<file path="config.mk">
export PLATFORM = sky130hd
export DESIGN_NAME = multicycle_control
export DESIGN_NICKNAME = d
export VERILOG_FILES = /design/src/rtl/multicycle_control.sv
export SDC_FILE = /design/constraint.sdc
export NUM_CORES = 1
export LEC_CHECK = 0
export ABC_AREA = 1
export CAP_MARGIN = 30
export CORE_MARGIN = 8
export CORE_UTILIZATION = 44
export DETAILED_ROUTE_END_ITERATION = 7
export HOLD_SLACK_MARGIN = 0.03
export PLACE_DENSITY = 0.79
export REMOVE_ABC_BUFFERS = 1
export SLEW_MARGIN = 15
export SYNTH_ARGS = -nofsm -noshare
export SYNTH_HDL_FRONTEND = slang
export SYNTH_SLANG_ARGS = --single-unit
</file>
<file path="constraint.sdc">
create_clock -name clk -period 1.3 [get_ports clk]
set_input_delay 0.13 -clock clk [delete_from_list [all_inputs] [get_ports clk]]
set_output_delay 0.13 -clock clk [all_outputs]
set_load 0.05 [all_outputs]
</file>
<file path="src/rtl/multicycle_control.sv">
`default_nettype none
// ============================================================================
// Module   : multicycle_control
// Purpose  : Multi-cycle MIPS control FSM (fetch/decode/exec/mem/wb) with a
//            memory-ready handshake and a memory timeout trap.
// Revision : 1.0
// ============================================================================
module multicycle_control #(
    parameter int ALU_OP_W       = 4,
    parameter int TIMEOUT_CYCLES = 15
) (
    input  logic                clk,
    input  logic                reset,
    input  logic [5:0]          opcode_i,
    input  logic                mem_ready_i,
    output logic                pc_write_o,
    output logic                pc_write_cond_eq_o,
    output logic                pc_write_cond_ne_o,
    output logic [1:0]          pc_source_o,
    output logic                i_or_d_o,
    output logic                mem_read_o,
    output logic                mem_write_o,
    output logic                ir_write_o,
    output logic                reg_dst_o,
    output logic                mem_to_reg_o,
    output logic                reg_write_o,
    output logic                link_o,
    output logic                alu_src_a_o,
    output logic [1:0]          alu_src_b_o,
    output logic [ALU_OP_W-1:0] alu_op_o,
    output logic                illegal_o,
    output logic                bus_err_o,
    output logic [2:0]          state_o
);

    localparam logic [2:0] c_FETCH  = 3'd0;
    localparam logic [2:0] c_DECODE = 3'd1;
    localparam logic [2:0] c_EXEC   = 3'd2;
    localparam logic [2:0] c_MEM    = 3'd3;
    localparam logic [2:0] c_WB     = 3'd4;
    localparam logic [2:0] c_ERROR  = 3'd7;

    localparam logic [5:0] c_OP_R    = 6'h00;
    localparam logic [5:0] c_OP_J    = 6'h02;
    localparam logic [5:0] c_OP_JAL  = 6'h03;
    localparam logic [5:0] c_OP_BEQ  = 6'h04;
    localparam logic [5:0] c_OP_BNE  = 6'h05;
    localparam logic [5:0] c_OP_ADDI = 6'h08;
    localparam logic [5:0] c_OP_ANDI = 6'h0c;
    localparam logic [5:0] c_OP_ORI  = 6'h0d;
    localparam logic [5:0] c_OP_LUI  = 6'h0f;
    localparam logic [5:0] c_OP_LW   = 6'h23;
    localparam logic [5:0] c_OP_SW   = 6'h2b;

    // A zero timeout would give a zero-width counter; keep at least one bit.
    localparam int CNT_W = (TIMEOUT_CYCLES > 0) ? $clog2(TIMEOUT_CYCLES + 1) : 1;
    localparam logic [CNT_W-1:0] c_TO_LAST =
        (TIMEOUT_CYCLES > 0) ? CNT_W'(TIMEOUT_CYCLES - 1) : '0;

    logic [2:0]       state_q,    state_d;
    logic [5:0]       opcode_q,   opcode_d;
    logic [CNT_W-1:0] wait_cnt_q, wait_cnt_d;
    logic             w_wait;
    logic             w_expire;

    function automatic logic [3:0] alu_code(input logic [5:0] op);
        logic [3:0] code;
        case (op)
            c_OP_R:    code = 4'b1111;
            c_OP_ADDI: code = 4'b0000;
            c_OP_ORI:  code = 4'b0001;
            c_OP_LUI:  code = 4'b0010;
            c_OP_ANDI: code = 4'b0011;
            c_OP_LW:   code = 4'b0100;
            c_OP_SW:   code = 4'b0101;
            c_OP_BEQ:  code = 4'b0110;
            c_OP_BNE:  code = 4'b0111;
            default:   code = 4'b0000;
        endcase
        return code;
    endfunction

    function automatic logic is_exec_op(input logic [5:0] op);
        logic ok;
        case (op)
            c_OP_R, c_OP_ADDI, c_OP_ORI, c_OP_LUI, c_OP_ANDI,
            c_OP_LW, c_OP_SW, c_OP_BEQ, c_OP_BNE: ok = 1'b1;
            default:                              ok = 1'b0;
        endcase
        return ok;
    endfunction

    assign w_wait   = ((state_q == c_FETCH) || (state_q == c_MEM)) && !mem_ready_i;
    assign w_expire = (TIMEOUT_CYCLES != 0) && w_wait && (wait_cnt_q == c_TO_LAST);

    // Counter only runs while stalled in place, so any transition clears it.
    assign wait_cnt_d = (w_wait && !w_expire) ? wait_cnt_q + 1'b1 : '0;
    assign opcode_d   = (state_q == c_DECODE) ? opcode_i : opcode_q;

    always_comb begin
        state_d = c_FETCH;
        case (state_q)
            c_FETCH:  state_d = mem_ready_i ? c_DECODE : c_FETCH;
            c_DECODE: state_d = is_exec_op(opcode_i) ? c_EXEC : c_FETCH;
            c_EXEC: begin
                if (opcode_q == c_OP_LW || opcode_q == c_OP_SW) begin
                    state_d = c_MEM;
                end else if (opcode_q == c_OP_BEQ || opcode_q == c_OP_BNE) begin
                    state_d = c_FETCH;
                end else begin
                    state_d = c_WB;
                end
            end
            c_MEM: begin
                if (!mem_ready_i) begin
                    state_d = c_MEM;
                end else if (opcode_q == c_OP_LW) begin
                    state_d = c_WB;
                end else begin
                    state_d = c_FETCH;
                end
            end
            c_WB:     state_d = c_FETCH;
            c_ERROR:  state_d = c_ERROR;
            default:  state_d = c_FETCH;
        endcase
        if (w_expire) begin
            state_d = c_ERROR;
        end
    end

    always_ff @(posedge clk or negedge reset) begin
        if (!reset) begin
            state_q    <= c_FETCH;
            opcode_q   <= 6'h00;
            wait_cnt_q <= '0;
        end else begin
            state_q    <= state_d;
            opcode_q   <= opcode_d;
            wait_cnt_q <= wait_cnt_d;
        end
    end

    always_comb begin
        pc_write_o         = 1'b0;
        pc_write_cond_eq_o = 1'b0;
        pc_write_cond_ne_o = 1'b0;
        pc_source_o        = 2'b00;
        i_or_d_o           = 1'b0;
        mem_read_o         = 1'b0;
        mem_write_o        = 1'b0;
        ir_write_o         = 1'b0;
        reg_dst_o          = 1'b0;
        mem_to_reg_o       = 1'b0;
        reg_write_o        = 1'b0;
        link_o             = 1'b0;
        alu_src_a_o        = 1'b0;
        alu_src_b_o        = 2'b00;
        alu_op_o           = '0;
        illegal_o          = 1'b0;
        bus_err_o          = 1'b0;
        // Reset low masks everything immediately, not at the next edge.
        if (reset) begin
            case (state_q)
                c_FETCH: begin
                    mem_read_o  = 1'b1;
                    alu_src_b_o = 2'b01;
                    ir_write_o  = mem_ready_i;
                    pc_write_o  = mem_ready_i;
                end
                c_DECODE: begin
                    alu_src_b_o = 2'b11;
                    if (opcode_i == c_OP_J || opcode_i == c_OP_JAL) begin
                        pc_write_o  = 1'b1;
                        pc_source_o = 2'b10;
                        reg_write_o = (opcode_i == c_OP_JAL);
                        link_o      = (opcode_i == c_OP_JAL);
                    end else if (!is_exec_op(opcode_i)) begin
                        illegal_o = 1'b1;
                    end
                end
                c_EXEC: begin
                    alu_src_a_o = 1'b1;
                    alu_op_o    = ALU_OP_W'(alu_code(opcode_q));
                    case (opcode_q)
                        c_OP_BEQ: begin
                            pc_write_cond_eq_o = 1'b1;
                            pc_source_o        = 2'b01;
                        end
                        c_OP_BNE: begin
                            pc_write_cond_ne_o = 1'b1;
                            pc_source_o        = 2'b01;
                        end
                        c_OP_R:  alu_src_b_o = 2'b00;
                        default: alu_src_b_o = 2'b10;
                    endcase
                end
                c_MEM: begin
                    i_or_d_o    = 1'b1;
                    mem_read_o  = (opcode_q == c_OP_LW);
                    mem_write_o = (opcode_q == c_OP_SW);
                end
                c_WB: begin
                    reg_write_o  = 1'b1;
                    reg_dst_o    = (opcode_q == c_OP_R);
                    mem_to_reg_o = (opcode_q == c_OP_LW);
                end
                c_ERROR:  bus_err_o = 1'b1;
                default: ;
            endcase
        end
    end

    assign state_o = state_q;

endmodule
`default_nettype wire

</file>
==> summary.txt, run 1 <==
outcome = aborted with a tool error
Stopped at = clock tree synthesis (4_1_cts)
first error = [ERROR DPL-0038] Utilization greater than 100%, impossible to legalize
dominant combinational cell family by area after synthesis = simple AND/OR/NAND/NOR gates
placed cell area = 0.00180 mm²
top cell type's share of synthesized area = 0.347
hpwl dp = 3.35 mm
TritonCTS Buffers = 3
Post-synth EDFFs = 0
Port Buf Inserts = 33
cell types occupying the most area after synthesis = dfrtp_1 35%, nor2_1 10%, nand2_1 9.6%
width of the chip = 62.2 µm
Post-Synthesis Cells = 140
die span in y = 62.2 µm
starting density of the core = 0.473
portion of netlist area occupied by mux cells = 0
cell type contributing the most total cell area after synthesis = dfrtp_1
Synth async-reset ratio = 1.00
simple-gate portion of the synthesized area = 0.411
maximum clock path buffer count = 2
clock root buffer master = clkbuf_4
global placement routability congestion = 0.918
depth of the CTS H-tree = 1
Post-Synthesis Cell Area = 938 µm²
Clock Sinks = 13
count of hold buffers inserted by post-cts repair = 1
I/O pins = 34
XOR/XNOR share of the synthesized area = 0.0187
Top FF cell, synth = dfrtp_1
Post-Synthesis Mean Instance Area = 6.70 µm²
Post-CTS Setup Repair Bufs = 9
Netlist cell types = 23
Synth Area in Compound Gates = 0.108
adder and majority gate portion of the synthesized area = 0.0267
standard-cell row count = 16
Synth Warn # = 0
flop and latch count out of synthesis = 13
CTS-repair resized insts = 90
post-synthesis sequential area ratio = 0.347
## stage by stage
| stage | setup WS [ns] | cells | hold slack [ns] | util |
|---|---|---|---|---|
| after floorplan | -1.27 | 139 | -0.166 | - |
| after global placement | -0.268 | 233 | 0.467 | 0.910 |
| after detailed placement | -0.421 | 233 | 0.494 | 0.910 |
## cells in the mapped netlist, types with 2 or more instances
| master | number |
|---|---|
| a21oi_1 | 4 |
| dfrtp_1 | 13 |
| ha_1 | 2 |
| inv_1 | 16 |
| inv_2 | 5 |
| nand2_1 | 24 |
| nand3_1 | 15 |
| nand3_2 | 2 |
| nand4_1 | 3 |
| nor2_1 | 26 |
| nor2_2 | 2 |
| nor2_4 | 2 |
| nor3_1 | 5 |
| o21ai_0 | 9 |
| o21ai_1 | 4 |
## logic make-up after synthesis
logic type,count (synthesis)
xor+xnor,2
simple gates,82
compound gates,19
flops,13
buf+inv,22
fa+ha+maj,2
==> run 2: changes to the inputs <==
--- a/config.mk
+++ b/config.mk
@@ -7,11 +7,10 @@
 export LEC_CHECK = 0
 export ABC_AREA = 1
 export CAP_MARGIN = 30
-export CORE_MARGIN = 8
-export CORE_UTILIZATION = 44
+export CORE_AREA = 8 8 69 71
 export DETAILED_ROUTE_END_ITERATION = 7
-export HOLD_SLACK_MARGIN = 0.03
-export PLACE_DENSITY = 0.79
+export DIE_AREA = 0 0 77 79
+export PLACE_DENSITY_LB_ADDON = 0.15
 export REMOVE_ABC_BUFFERS = 1
 export SLEW_MARGIN = 15
 export SYNTH_ARGS = -nofsm -noshare
==> summary.txt, run 2 <==
standard-cell row count = 23 (+7)
arrival time at the worst endpoint = 1.58 ns
Clock Sinks = 13 (unchanged)
maximum clock path buffer count = 2 (unchanged)
TritonCTS clock tree = built
most common cell in the netlist = nor2_1
depth of the CTS H-tree = 1 (unchanged)
final critical path time including I/O delays and setup = 1.71 ns
Synth async-reset ratio = 1.00 (unchanged)
synth-to-layout area growth = 167%
Power per Cell Area = 347 mW/mm²
Worst Setup End Kind = output port
outcome = finished with violations
TritonCTS Buffers = 3 (unchanged)
number of flip-flops in the largest register = 6
peak supply drop = 0.000306 V
Netlist cell types = 23 (unchanged)
Fin Clk Skew = 0.00105 ns
post-layout total power = 0.000870 W
share of final-layout standard cells stronger than drive strength 1 = 0.686
initial drt markers = 25
gr ovfl total = 0
failing checks = negative setup slack
global placement routability congestion = 0.828 (-9.8%)
worst reg2reg endpoint = state_o[2]
core box area = 0.00380 mm²
Port Buf Inserts = 33 (unchanged)
CP max FO = 6
number of nets in the final layout = 248
worst-skew pair later-pin latency = 0.23 ns
flop and latch count out of synthesis = 13 (unchanged)
cell types occupying the most area after synthesis = dfrtp_1 35%, nor2_1 10%, nand2_1 9.6%
Slew Viols, Final = 0
post-route setup slack = -0.414 ns
diodes inserted = 0
vias = 1284
R2R Path Start = opcode_q[5]
largest net degree at the start of global routing = 14
clock slew seen by the registers of the worst setup and hold paths = 0.05 ns
Post-synth EDFFs = 0 (unchanged)
total wirelength of the detailed-routed design = 3.79 mm
starting density of the core = 0.247 (-0.226)
hold violation total from the final report = 0
total of max-cap violations = 0
die span in y = 79 µm (+27%)
commonest cells after routing, fill and taps aside = 41 x buf_4, 25 x buf_12, 19 x buf_6
count of cells along the worst register-to-register path = 9
leading cell type in the layout, fill and taps excluded = buf_4
FMAX = 0.583 GHz
WL/cell = 13.3 µm
Post-Synthesis Cell Area = 938 µm² (unchanged)
Required @ worst endpoint = 1.17 ns
post-synthesis sequential area ratio = 0.347 (unchanged)
wire length of the first global-routing pass = 6.41 mm
clock root buffer master = clkbuf_8
RSZ-0062 raised after global routing = true
leak pwr = 1.12 nW
global-route usage over all layers = 0.129
final hold slack = 0.00218 ns
Worst Hold Class = input pin to async pin
Initial DRT Pass Iterations = 4
hpwl dp = 2.76 mm (-18%)
top cell type's share of synthesized area = 0.347 (unchanged)
register name with the most flops = opcode_q
synth cell count leaders = 26 x nor2_1, 24 x nand2_1, 16 x inv_1, 15 x nand3_1, 13 x dfrtp_1
I/O pins = 34 (unchanged)
Reg2Reg Setup Slack = -0.09 ns
number of nets with antenna violations after routing = 0
period utilisation layout = 1.32
number of global-route vias before repair = 1392
Total Die Area = 0.00608 mm²
final core area utilization = 0.661
transition time at the pin with the least slew margin = 0.307 ns
total DRC errors in the routed layout = 0
relative max-transition margin = 0.793
Post-Synthesis Cells = 140 (unchanged)
antenna violations before repair = 0
Post-Synthesis Mean Instance Area = 6.70 µm² (unchanged)
Top FF cell, synth = dfrtp_1
cell type contributing the most total cell area after synthesis = dfrtp_1
width of the chip = 77 µm (+24%)
crit path kind = flop to output port
ratio of routed vias to standard cells = 4.49
element type at the critical path start = flop
Synth Warn # = 0 (unchanged)
Setup violations, final = 28
-- run 2: cell counts after synthesis --
No cell type changed its count.
-- run 2: kinds of logic after synthesis --
family,Yosys count,share of synthesized area
and+or+nand+nor,82,0.411
buffers and inverters,22,0.0893
AOI/OAI and AO/OA,19,0.108
DFF,13,0.347
xor gates and xnor gates,2,0.0187
adders and majority gates,2,0.0267
-- run 2: per-layer routing --
metal / wire [µm] / GRT usage / up-vias
li1: - / - / 651
met1: 1410 / 0.129 / 598
met2: 2120 / 0.246 / 33
met3: 230 / 0.0350 / 2
met4: 36 / 0.0528 / 0
met5: 0 / 0 / -
-- run 2: how the worst max path moves through the flow --
stage                           start                  to  slack [ns]  cells after the start
after floorplan            state_o[0]  pc_write_cond_eq_o       -1.27                      5
after global placement          reset         reg_write_o       -0.27                      6
after detailed placement        reset         reg_write_o       -0.28                      6
after CTS                 opcode_q[5]  pc_write_cond_eq_o       -0.39                      6
after global routing      opcode_q[4]         alu_op_o[0]       -0.47                      6
final                     opcode_q[4]  pc_write_cond_eq_o       -0.41                      6
-- run 2: area by class of cell --
class,count,area [µm²]
well taps,50,62.6
clock buffers,4,45.0
fillers,297,1290
flip-flops and latches,13,333
repair buffers,93,1100
multi-input cells,105,882
inverters,21,86.3
-- run 2: repair_timing --
item,in CTS,in global routing
hold buffers,0,0
setup buffers,16,3
resized for setup,90,27
setup endpoints to repair,22,32
pin swaps,24,19
-- run 2: through the flow --
stage / TNS, ns / instances / instance area [µm²] / setup slack (ns)
floorplan: -16.75 / 139 / 933 / -1.27
global placement: -3.77 / 266 / 1910 / -0.271
detailed placement: -4.24 / 266 / 1910 / -0.280
CTS: -5.86 / 286 / 2420 / -0.389
global route: -8.28 / 286 / 2510 / -0.475
finish: -6.28 / 286 / 2510 / -0.414
-- run 2: critical path, stage by stage, from the launching register on --
cell	delay, ns
dfrtp_2	0.45
nor2_4	0.23
nand3b_4	0.12
buf_6	0.15
nor3_2	0.14
buf_4	0.13
buf_12	0.12
-- run 2: report_power, final --
part	total, W	internal, W	switching, W
Combinational	0.000122	0.0000620	0.0000598
Sequential	0.000405	0.000405	0
Clock	0.000343	0.000215	0.000128
No activity file was read; power rests on OpenSTA's default activity.
==> run 3: changes to the inputs <==
--- a/config.mk
+++ b/config.mk
@@ -10,7 +10,7 @@
 export CORE_AREA = 8 8 69 71
 export DETAILED_ROUTE_END_ITERATION = 7
 export DIE_AREA = 0 0 77 79
-export PLACE_DENSITY_LB_ADDON = 0.15
+export PLACE_DENSITY = 0.58
 export REMOVE_ABC_BUFFERS = 1
 export SLEW_MARGIN = 15
 export SYNTH_ARGS = -nofsm -noshare
==> constraint.sdc (replaced) <==
create_clock -name clk -period 1.85 [get_ports clk]
set_input_delay 0.185 -clock clk [delete_from_list [all_inputs] [get_ports clk]]
set_output_delay 0.185 -clock clk [all_outputs]
set_load 0.05 [all_outputs]
==> summary.txt, run 3 (same netlist as run 2, synthesis figures left out) <==
outcome = completed
Total Die Area = 0.00608 mm² (unchanged)
number of global-route vias before repair = 1057 (-24%)
Slew Viols, Final = 0 (unchanged)
crit path kind = flop to output port
initial drt markers = 38 (+52%)
clock slew seen by the registers of the worst setup and hold paths = 0.05 ns (about the same)
total of max-cap violations = 0 (unchanged)
Setup violations, final = 0 (-100%)
aggregate negative setup slack = 0 ns (+6.28 ns)
number of placed instances with taps included = 227 (-15%)
peak supply drop = 0.000352 V (+15%)
FMAX = 0.566 GHz
arrival time at the worst endpoint = 1.58 ns (about the same)
antenna violations before repair = 0 (unchanged)
total wirelength of the detailed-routed design = 2.79 mm (-26%)
cell with the biggest individual delay on the critical path = dfrtp_1
clock root buffer master = clkbuf_8
transition time at the pin with the least slew margin = 0.498 ns (+0.191 ns)
Initial DRT Pass Iterations = 4 (unchanged)
die span in y = 79 µm (unchanged)
TritonCTS Buffers = 3 (unchanged)
number of flip-flops in the largest register = 6 (unchanged)
element type at the critical path start = flop
hold violation total from the final report = 0 (unchanged)
global-route usage over all layers = 0.0957 (-0.0331)
critical path buffer and inverter count = 1 (-2)
final hold slack = 0.313 ns (+0.311 ns)
wire length of the first global-routing pass = 4.86 mm (-24%)
width of the chip = 77 µm (unchanged)
count of hold buffers inserted by post-cts repair = 0 (unchanged)
final core area utilization = 0.457 (-0.204)
hpwl dp = 2.34 mm (-15%)
diodes inserted = 0 (unchanged)
Power per Cell Area = 336 mW/mm² (-2.9%)
Fin Clk Skew = 0.00502 ns (+0.00397 ns)
relative max-transition margin = 0.667 (-0.126)
CP max FO = 6 (unchanged)
list of cells traversed by the critical path = nor2_4, nand3b_4, nand2_1, nand2_2, a21oi_2, buf_12
final critical path time including I/O delays and setup = 1.77 ns
Filler cells = 397 (+34%)
total DRC errors in the routed layout = 0 (unchanged)
Required @ worst endpoint = 1.66 ns (+0.49 ns)
CP Depth = 6 (unchanged)
standard-cell row count = 23 (unchanged)
Worst Hold Class = input pin to async pin
number of standard cells in the layout, taps in and fillers out = 234 (-18%)
worst-skew pair later-pin latency = 0.24 ns (about the same)
RSZ-0062 raised after global routing = true
period utilisation layout = 0.956
synth-to-layout area growth = 84.9%
Clock Sinks = 13 (unchanged)
depth of the CTS H-tree = 1 (unchanged)
Port Buf Inserts = 33 (unchanged)
number of nets with antenna violations after routing = 0 (unchanged)
ratio of routed vias to standard cells = 4.40 (-2.1%)
number of nets in the final layout = 196 (-21%)
TritonCTS clock tree = built
core box area = 0.00380 mm² (unchanged)
register name with the most flops = opcode_q
maximum clock path buffer count = 2 (unchanged)
WL/cell = 11.9 µm (-10%)
vias = 1029 (-20%)
global placement routability congestion = 0.791 (-4.5%)
Worst Setup End Kind = output port
gr ovfl total = 0 (unchanged)
biggest cell delay along the critical path = 0.41 ns (-0.04 ns)
count of cells along the worst register-to-register path = 5 (-4)
largest net degree at the start of global routing = 15 (+1)
commonest cells after routing, fill and taps aside = 22 x nand2_1, 22 x buf_12, 21 x nor2_1
leak pwr = 0.789 nW (-30%)
critical path's top delay family = simple AND/OR/NAND/NOR gates
share of final-layout standard cells stronger than drive strength 1 = 0.375 (-0.311)
I/O pins = 34 (unchanged)
starting density of the core = 0.247 (unchanged)
==> run 3: area by class of cell <==
| type | instances | area (µm²) | share of cell area |
|---|---|---|---|
| Clock buffer | 4 | 45.0 | 0.0260 |
| Inverter | 21 | 78.8 | 0.0454 |
| Multi-Input combinational cell | 105 | 612 | 0.353 |
| Sequential cell | 13 | 329 | 0.190 |
| Tap cell | 50 | 62.6 | 0.0360 |
| Timing Repair Buffer | 41 | 608 | 0.350 |
==> run 3: final timing paths <==
path,to,from,slack [ns]
max,alu_op_o[1],opcode_q[5],0.08
min,wait_cnt_q[2],reset,0.31
max reg2reg,state_o[1],state_o[1],0.62
min reg2reg,wait_cnt_q[0],wait_cnt_q[0],0.49
max in group asynchronous,opcode_q[0],reset,1.35
min in group clk,wait_cnt_q[0],wait_cnt_q[0],0.49
==> run 3: what timing repair did <==
item | CTS | global route
pin swaps | 0 | 4
gates resized for setup | 8 | 17
buffers inserted | 0 | 3
setup endpoints to repair | 7 | 14
==> run 3: stage by stage <==
step,cell area (µm²),setup WS (ns),total power [W]
5_1_grt,1740,-0.0341,0.000610
2_1_floorplan,933,-0.771,0.000307
3_5_place_dp,1580,0.0326,0.000347
6_report,1740,0.0821,0.000584
4_1_cts,1660,-0.00165,0.000590
3_3_place_gp,1580,0.0697,0.000347
==> run 3: power by group <==
group | switching (W) | internal [W] | total, W
combinational | 0.0000303 | 0.0000276 | 0.0000579
clock | 0.0000900 | 0.000151 | 0.000241
sequential | 0 | 0.000285 | 0.000285
==> run 3: worst register-to-register path: stages, from the launching register on <==
cell and delay (ns):
dfrtp_2 0.45, buf_4 0.17, nand3_1 0.12, o21ai_0 0.10, nor2_1 0.17, nand3_1 0.10
==> run 3: per-layer routing <==
layer	vias to the layer above	global-route usage	share of wire
met4	0	0.0566	0.024
li1	542	-	-
met2	24	0.154	0.46
met1	459	0.119	0.49
met3	4	0.0158	0.028
met5	-	0	0
==> run 4: changes to the inputs <==
==> constraint.sdc (replaced) <==
create_clock -name clk -period 1.85 [get_ports clk]
set_input_delay 0.555 -clock clk [delete_from_list [all_inputs] [get_ports clk]]
set_output_delay 0.555 -clock clk [all_outputs]
set_load 0.05 [all_outputs]
==> summary.txt, run 4 (same netlist as run 2, synthesis figures left out) <==
layer with the highest usage after global routing = met2
antenna violations before repair = 0 (unchanged)
Required @ worst endpoint = 1.29 ns (-0.37 ns)
met3 Track Usage GR = 0.0102 (-0.00564)
synth-to-layout area growth = 150%
Setup violations, final = 20 (+20)
worst-skew pair later-pin latency = 0.24 ns (about the same)
RSZ-0062 raised after global routing = true
Clock Sinks = 13 (unchanged)
global placement routability congestion = 0.823 (+4.0%)
I/O pins = 34 (unchanged)
number of nets with antenna violations after routing = 0 (unchanged)
number of nets in the final layout = 238 (+21%)
relative max-transition margin = 0.852 (+0.186)
clock root buffer master = clkbuf_8
depth of the CTS H-tree = 1 (unchanged)
ratio of routed vias to standard cells = 4.43 (+0.77%)
die span in y = 79 µm (unchanged)
Initial DRT Pass Iterations = 4 (unchanged)
leading cell type in the layout, fill and taps excluded = buf_4
global-route usage over all layers = 0.110 (+0.0140)
post-route setup slack = -0.298 ns (-0.380 ns)
aggregate negative setup slack = -3.94 ns (-3.94 ns)
total wirelength of the detailed-routed design = 3.69 mm (+32%)
DP Worst Slack = -0.688 ns (-0.720 ns)
total DRC errors in the routed layout = 0 (unchanged)
diodes inserted = 0 (unchanged)
wire length of the first global-routing pass = 5.53 mm (+14%)
Power per Cell Area = 266 mW/mm² (-21%)
transition time at the pin with the least slew margin = 0.221 ns (-0.277 ns)
maximum clock path buffer count = 2 (unchanged)
hpwl dp = 2.41 mm (+2.9%)
leak pwr = 1.07 nW (+36%)
Fin Clk Skew = 0.000810 ns (-0.00421 ns)
Port Buf Inserts = 33 (unchanged)
gr ovfl total = 0 (unchanged)
number of flip-flops in the largest register = 6 (unchanged)
standard-cell row count = 23 (unchanged)
number of global-route vias before repair = 1199 (+13%)
vias = 1223 (+19%)
post-layout total power = 0.000626 W (+7.1%)
share of final-layout standard cells stronger than drive strength 1 = 0.668 (+0.293)
Worst Setup End Kind = output port
CP max FO = 6 (unchanged)
element type at the critical path start = flop
outcome = finished with violations
Filler cells = 309 (-22%)
TritonCTS Buffers = 3 (unchanged)
FMAX = 0.466 GHz (-18%)
period utilisation layout = 1.16 (+0.205)
Worst Hold Class = input pin to async pin
Total Die Area = 0.00608 mm² (unchanged)
crit path kind = flop to output port
WL/cell = 13.4 µm (+12%)
clock slew seen by the registers of the worst setup and hold paths = 0.05 ns (about the same)
width of the chip = 77 µm (unchanged)
met1 Usage GRT = 0.127 (+0.00810)
final critical path time including I/O delays and setup = 2.15 ns (+0.380 ns)
peak supply drop = 0.000316 V (-10%)
final core area utilization = 0.618 (+0.161)
arrival time at the worst endpoint = 1.59 ns (about the same)
core box area = 0.00380 mm² (unchanged)
failing checks = negative setup slack
total of max-cap violations = 0 (unchanged)
commonest cells after routing, fill and taps aside = 38 x buf_4, 25 x buf_12, 18 x nand2_1
starting density of the core = 0.247 (unchanged)
Slew Viols, Final = 0 (unchanged)
final hold slack = 0.425 ns (+0.112 ns)
register name with the most flops = opcode_q
TritonCTS clock tree = built
initial drt markers = 53 (+39%)
GR Layer Usage met2 = 0.201 (+0.0467)
largest net degree at the start of global routing = 14 (-1)
hold violation total from the final report = 0 (unchanged)
run 4: final cells by class:
class                      instances  area (µm²)  share of cell area
tap                               50        62.6              0.0266
multi-input combinational        105         827               0.352
inverter                          21        96.3              0.0410
sequential                        13         329               0.140
clock buffer                       4        45.0              0.0192
timing repair buffer              83         988               0.421
run 4: metrics by stage:
step	cell area [µm²]	instances
CTS	2130	268
global route	2350	276
floorplan	933	139
finish	2350	276
detailed placement	1820	255
global placement	1820	255
run 4: repair_timing:
action,CTS,global route
hold buffers,0,0
buffers inserted,10,9
endpoints found under the setup margin,22,22
pin swaps,25,14
resized for setup,93,37
run 4: worst paths after layout:
check / endpoint / start / cells past startpoint / slack (ns)
max in group asynchronous: opcode_q[1] / reset / 3 / 1.25
setup / recovery: pc_write_cond_eq_o / opcode_q[4] / 6 / -0.30
min in group clk: wait_cnt_q[0] / wait_cnt_q[0] / 1 / 0.50
setup reg to reg: state_o[2] / state_o[0] / 7 / 0.46
hold reg to reg: wait_cnt_q[0] / wait_cnt_q[0] / 1 / 0.50
hold / removal: state_o[2] / reset / 3 / 0.43
run 4: per-layer routing:
metal / vias up / share of wire
li1: 632 / -
met1: 557 / 0.44
met2: 30 / 0.52
met3: 4 / 0.029
met4: 0 / 0.016
met5: - / 0
run 4: where the power goes:
| part | total (W) | internal, W | switching (W) |
|---|---|---|---|
| logic | 0.0000938 | 0.0000444 | 0.0000494 |
| registers | 0.000285 | 0.000285 | 0 |
| clock network | 0.000247 | 0.000152 | 0.0000954 |
| total | 0.000626 | 0.000481 | 0.000145 |
run 4: worst max-delay path: stages, from the launching register on:
cell and delay [ns]:
dfrtp_2 0.45, nor2_4 0.21, nand3b_4 0.12, buf_6 0.15, nor3_2 0.16, buf_4 0.14, buf_12 0.12
